File: config.mk
export PLATFORM = sky130hd
export DESIGN_NAME = mdu_div_iter
export DESIGN_NICKNAME = d
export VERILOG_FILES = /design/src/rtl/mdu_div_iter.sv
export SDC_FILE = /design/constraint.sdc
export NUM_CORES = 1
export LEC_CHECK = 0
export CAP_MARGIN = 25
export CORE_MARGIN = 2
export CORE_UTILIZATION = 46
export DETAILED_ROUTE_END_ITERATION = 7
export PLACE_DENSITY_LB_ADDON = 0.05
export SKIP_LAST_GASP = 1
export SYNTH_ARGS = -nofsm -noshare
export SYNTH_HDL_FRONTEND = slang
export SYNTH_SLANG_ARGS = --single-unit
export TNS_END_PERCENT = 10
File: constraint.sdc
create_clock -name clk -period 4.27 [get_ports clk]
set_input_delay 0.6405 -clock clk [delete_from_list [all_inputs] [get_ports clk]]
set_output_delay 0.6405 -clock clk [all_outputs]
set_load 0.01 [all_outputs]
File: src/rtl/mdu_div_iter.sv
// Iterative radix-2 restoring divider for DIV/DIVU/REM/REMU.
// Latency: 34 cycles from START to DONE normally; 1 cycle for divide-by-zero and signed overflow.
// Backpressure: none; BUSY stalls the issuing stage, START while busy is ignored, FLUSH aborts.
module mdu_div_iter (
    input  logic        clk,
    input  logic        reset,
    input  logic        start,
    input  logic [1:0]  func,
    input  logic [31:0] op_a,
    input  logic [31:0] op_b,
    input  logic        flush,
    output logic        busy,
    output logic        done,
    output logic [31:0] result
);

    typedef enum logic [1:0] {
        IDLE = 2'd0,
        CALC = 2'd1,
        FIX  = 2'd2
    } state_t;

    state_t      state;
    state_t      state_nxt;

    logic [4:0]  cnt;
    logic [32:0] rem;
    logic [31:0] quo;
    logic [31:0] divisor;
    logic        neg_q;
    logic        neg_r;
    logic        rem_op;

    // operand decode at issue
    logic        is_signed;
    logic        is_rem;
    logic        div_zero;
    logic        div_ovf;
    logic        special;
    logic [31:0] special_res;
    logic [31:0] mag_a;
    logic [31:0] mag_b;

    // one restoring step
    logic [32:0] rem_sh;
    logic [33:0] diff;
    logic        no_borrow;
    logic [32:0] rem_step;
    logic [31:0] quo_step;

    // sign fix-up
    logic [31:0] q_fix;
    logic [31:0] r_fix;
    logic [31:0] fix_res;

    assign busy = (state == CALC) || (state == FIX);

    // decode operation and detect the single-cycle cases
    always_comb begin
        is_signed   = ~func[0];
        is_rem      = func[1];
        div_zero    = (op_b == 32'd0);
        div_ovf     = is_signed && (op_a == 32'h8000_0000) && (op_b == 32'hFFFF_FFFF);
        special     = div_zero || div_ovf;
        special_res = 32'd0;
        if (div_zero) begin
            special_res = is_rem ? op_a : 32'hFFFF_FFFF;
        end else begin
            special_res = is_rem ? 32'd0 : 32'h8000_0000;
        end
        // negating 0x80000000 yields 0x80000000, which is the correct unsigned magnitude
        mag_a = (is_signed && op_a[31]) ? (32'd0 - op_a) : op_a;
        mag_b = (is_signed && op_b[31]) ? (32'd0 - op_b) : op_b;
    end

    // restoring step: shift in next dividend bit, subtract divisor when it fits
    always_comb begin
        rem_sh    = {rem[31:0], quo[31]};
        diff      = {1'b0, rem_sh} - {2'b00, divisor};
        // rem[32] set means the shifted value is at least 2^33, so the subtract always fits
        no_borrow = rem[32] | ~diff[33];
        rem_step  = no_borrow ? diff[32:0] : rem_sh;
        quo_step  = {quo[30:0], no_borrow};
    end

    // sign correction applied in FIX
    always_comb begin
        q_fix   = neg_q ? (32'd0 - quo) : quo;
        r_fix   = neg_r ? (32'd0 - rem[31:0]) : rem[31:0];
        fix_res = rem_op ? r_fix : q_fix;
    end

    // next-state logic; flush always returns to IDLE
    always_comb begin
        state_nxt = state;
        case (state)
            IDLE: if (start && !special) state_nxt = CALC;
            CALC: if (cnt == 5'd0) state_nxt = FIX;
            FIX:  state_nxt = IDLE;
            default: state_nxt = IDLE;
        endcase
        if (flush) begin
            state_nxt = IDLE;
        end
    end

    // state register
    always_ff @(posedge clk) begin
        if (reset) begin
            state <= IDLE;
        end else begin
            state <= state_nxt;
        end
    end

    // datapath: operand latch, iteration, result write and done pulse
    always_ff @(posedge clk) begin
        if (reset) begin
            cnt     <= 5'd0;
            rem     <= 33'd0;
            quo     <= 32'd0;
            divisor <= 32'd0;
            neg_q   <= 1'b0;
            neg_r   <= 1'b0;
            rem_op  <= 1'b0;
            done    <= 1'b0;
            result  <= 32'd0;
        end else begin
            done <= 1'b0;
            if (!flush) begin
                case (state)
                    IDLE: begin
                        if (start) begin
                            if (special) begin
                                result <= special_res;
                                done   <= 1'b1;
                            end else begin
                                rem     <= 33'd0;
                                quo     <= mag_a;
                                divisor <= mag_b;
                                neg_q   <= is_signed && (op_a[31] ^ op_b[31]);
                                neg_r   <= is_signed && op_a[31];
                                rem_op  <= is_rem;
                                cnt     <= 5'd31;
                            end
                        end
                    end
                    CALC: begin
                        rem <= rem_step;
                        quo <= quo_step;
                        if (cnt != 5'd0) begin
                            cnt <= cnt - 5'd1;
                        end
                    end
                    FIX: begin
                        result <= fix_res;
                        done   <= 1'b1;
                    end
                    default: ;
                endcase
            end
        end
    end

endmodule

==> results.txt <==
----------------------------------------------------
[Outcome]
  Status ... completed

[Worst setup path]
  Largest stage delay, worst path ... 0.62 ns
  Data arrival time of the critical path ... 4.19 ns
  Beginning of the critical path ... op_b[13]
  Number of gates on the worst path with buffers counted ... 8
  Worst flop-to-flop path startpoint ... rem[2]
  Kind of capture point of the worst setup path ... flop
  Maximum fanout encountered on the critical timing path ... 12
  CP most frequent cell ... or3_1
  Classification of the worst setup path ... primary input to flop
  Cell-by-cell trace of the critical path ... clkdlybuf4s50_1, or4_1, or3_1, or3_1, or3_1, nor2_1, o21ai_0, a311oi_1
  CP bufs+invs ... 1
  Required time reported for the critical path endpoint ... 4.60 ns
  Critical Path Slowest Stage Cell ... or3_1
  Cell family contributing the most delay on the critical path ... simple AND/OR/NAND/NOR gates
  Worst reg-to-reg path cell count ... 11
  Startpoint Class ... primary input

[Drt]
  Post-detailed-route via-to-cell ratio ... 5.97
  Drt drc ... 0
  Number of nets still failing antenna checks after routing ... 0
  Total wire length after detailed routing ... 33700 µm
  DR vias ... 10600
  Drt first-iter violations ... 899
  Detailed-route wire length per cell ... 18.9 µm
  First-pass detailed-route iteration total ... 5

[Layout]
  Non-filler cells, final ... 1783
  Ratio of cells with drive above 1 in the final layout ... 5.21%
  Final core utilization ... 55.7%
  Filler cells ... 2171
  Fin nets ... 1599
  Antenna cell count ... 0
  Syn-to-layout area delta ... 19.6%

[Synth]
  Most used flip-flop cell after synthesis ... dfxtp_1
  EDFF count, synth ... 0
  Share of flip-flops with an asynchronous set or reset ... 0%
  Cell count after synthesis ... 1411
  Register bit total from synthesis ... 140
  Commonest cells in the netlist ... nand2_1 (185), dfxtp_1 (140), nor2_1 (126)
  Library cell with the largest summed area after synthesis ... dfxtp_1
  Mapped Area ... 0.0105 mm²
  Top cell type's share of synthesized area ... 26.8%
  Number of nets in the synthesized netlist ... 1524
  Proportion of synthesized chip area in sequential cells ... 26.8%
  Count of unique library cells instantiated by Yosys ... 66
  Avg Cell Area, Syn ... 7.42 µm²
  Library cell with the highest instance count after synthesis ... nand2_1
  Cell types occupying the most area after synthesis ... dfxtp_1 (27%), xnor2_1 (6.8%), nand2_1 (6.6%)
  Syn. warnings ... 0

[Clocking]
  Maximum buffer depth of the clock tree ... 2
  Setup bufs post-CTS ... 0
  Clock tree root buffer cell ... clkbuf_16
  Number of hold-repair buffers added at the cts stage ... 0
  Clock insertion delay at the later pin of the skew report ... 0.43 ns
  Quantity of gates resized following cts ... 0
  CTS H-tree depth ... 4
  CTS tree ... yes
  Total clock buffers created by CTS ... 17
  Clk pin slew, worst setup/hold paths ... 0.06 ns
  Clk sinks ... 140

[Floorplan]
  Die outline width ... 155 µm
  Number of rows created at floorplan ... 55
  Starting Density ... 46.5%
  Die Ht ... 155 µm
  Area of the die ... 0.0240 mm²
  I/O pins ... 104
  Standard cell core area ... 0.0225 mm²

[Placed design]
  Count of placed standard cells including taps ... 1751
  Total of buffers placed on input and output ports ... 103
  Routability congestion estimate ... 0.924
  Detailed Place HPWL ... 25300 µm

[GRT]
  First-pass GRT wire length ... 54700 µm
  Antenna violations before repair ... 1
  Number of global-route vias before repair ... 9977
  Total track usage ... 28.3%
  Largest net degree at the start of global routing ... 47
  Total global routing overflow ... 0

[Min path]
  Hold Crit Start ... result[27]
  HP Class ... flop to flop
  Worst Hold Path Cells ... 2

[Timing]
  Post-Route Setup TNS ... 0 ns
  Slew Viols, Final ... 0
  Headroom to the max-slew limit ... 32.7%
  Endpoints failing setup ... 0
  Peak Freq ... 0.259 GHz
  Share of the cycle needed by the critical path after routing ... 90.4%
  Setup repair after global routing missed its margin ... false
  Worst clock skew ... 0.0109 ns
  Hold Vio Cnt, Final ... 0
  Actual transition at the worst max-transition pin ... 1.01 ns
  Final hold slack ... 0.447 ns
  Tmin final ... 3.86 ns

[Power and ir drop]
  Standby leakage power ... 4.79 nW
  Total power divided by cell area ... 310 mW/mm²
  Maximum vdd ir drop ... 0.191 mV

[Flow run]
  Reported max-cap violation count ... 0

----------------------------------------------------
[final cells by class]
cell class                 count  area (µm²)  share of cell area [%]
multi-input combinational   1124        7100                    56.6
clock buffer                  20         447                    3.56
clock inverter                11         215                    1.72
inverter                      66         248                    1.98
timing repair buffer         137        1360                    10.9
sequential                   140        2800                    22.4
tap                          285         357                    2.85
[logic make-up (layout without fill, tap and decap cells)]
kind of cell               Yosys count  after routing  share of synthesized area, %
xor gates and xnor gates           150            150                          12.5
AOI/OAI and AO/OA                  438            438                          27.2
and+or+nand+nor                    469            469                          20.5
muxes                               24             24                          2.29
buffers and inverters              147            234                          5.55
adders and majority gates           43             43                          5.21
DFF                                140            140                          26.8
[per-layer routing]
metal | part of all wire (%) | global-route usage [%]
met3 | 5.7 | 3.65
met1 | 47 | 39.9
met4 | 1.7 | 7.54
met2 | 46 | 45.9
met5 | 0.039 | 0
[worst paths after layout]
kind / endpoint / slack (ns)
setup / recovery: result[14] / 0.41
hold / removal: result[27] / 0.45
setup reg to reg: quo[0] / 0.55
hold reg to reg: result[27] / 0.45
[state kept, by name, summed over array words and instances (netlist names)]
name	count
result	32
done	1
cnt	5
divisor	32
rem_op	1
quo	32
state	2
rem	33
neg_q	1
neg_r	1
[report_power, final]
group | switching, mW | internal, mW
combinational | 0.464 | 0.317
sequential | 0.0454 | 1.36
clock | 0.589 | 1.11
total | 1.10 | 2.78
[worst register-to-register path, stage by stage (launching register included)]
cell      delay (ns)
dfxtp_1         0.41
ha_1            0.41
o21ai_0         0.11
a21o_1          0.22
a211oi_1        0.55
o31ai_1         0.23
a211oi_1        0.43
nor2_1          0.12
o211a_1         0.37
buf_12          0.24
a2111o_1        0.46
o31ai_1         0.07
[layout by cell type, fill, tap and decap left out, types with 19 or more instances in the layout]
cell type / count
dfxtp_1: 140
a211oi_1: 37
o211ai_1: 36
o21ai_1: 31
o31ai_1: 35
nor3_1: 34
nand3_1: 22
mux2i_1: 24
or3_1: 19
xor2_1: 69
nor2_1: 125
inv_1: 66
a21oi_1: 95
clkdlybuf4s50_1: 102
nand2_1: 185
buf_4: 28
o21ai_0: 88
xnor2_1: 81
ha_1: 42
[stage by stage]
step           area, µm²  setup slack (ns)  total power [mW]
2_1_floorplan      10500              1.06              1.92
3_3_place_gp       11800            0.0635              2.19
3_5_place_dp       11800            0.0396              2.19
4_1_cts            12500             0.473              3.90
5_1_grt            12500             0.259              4.06
6_report           12500             0.411              3.88
Power figures use the tool's default switching activity.
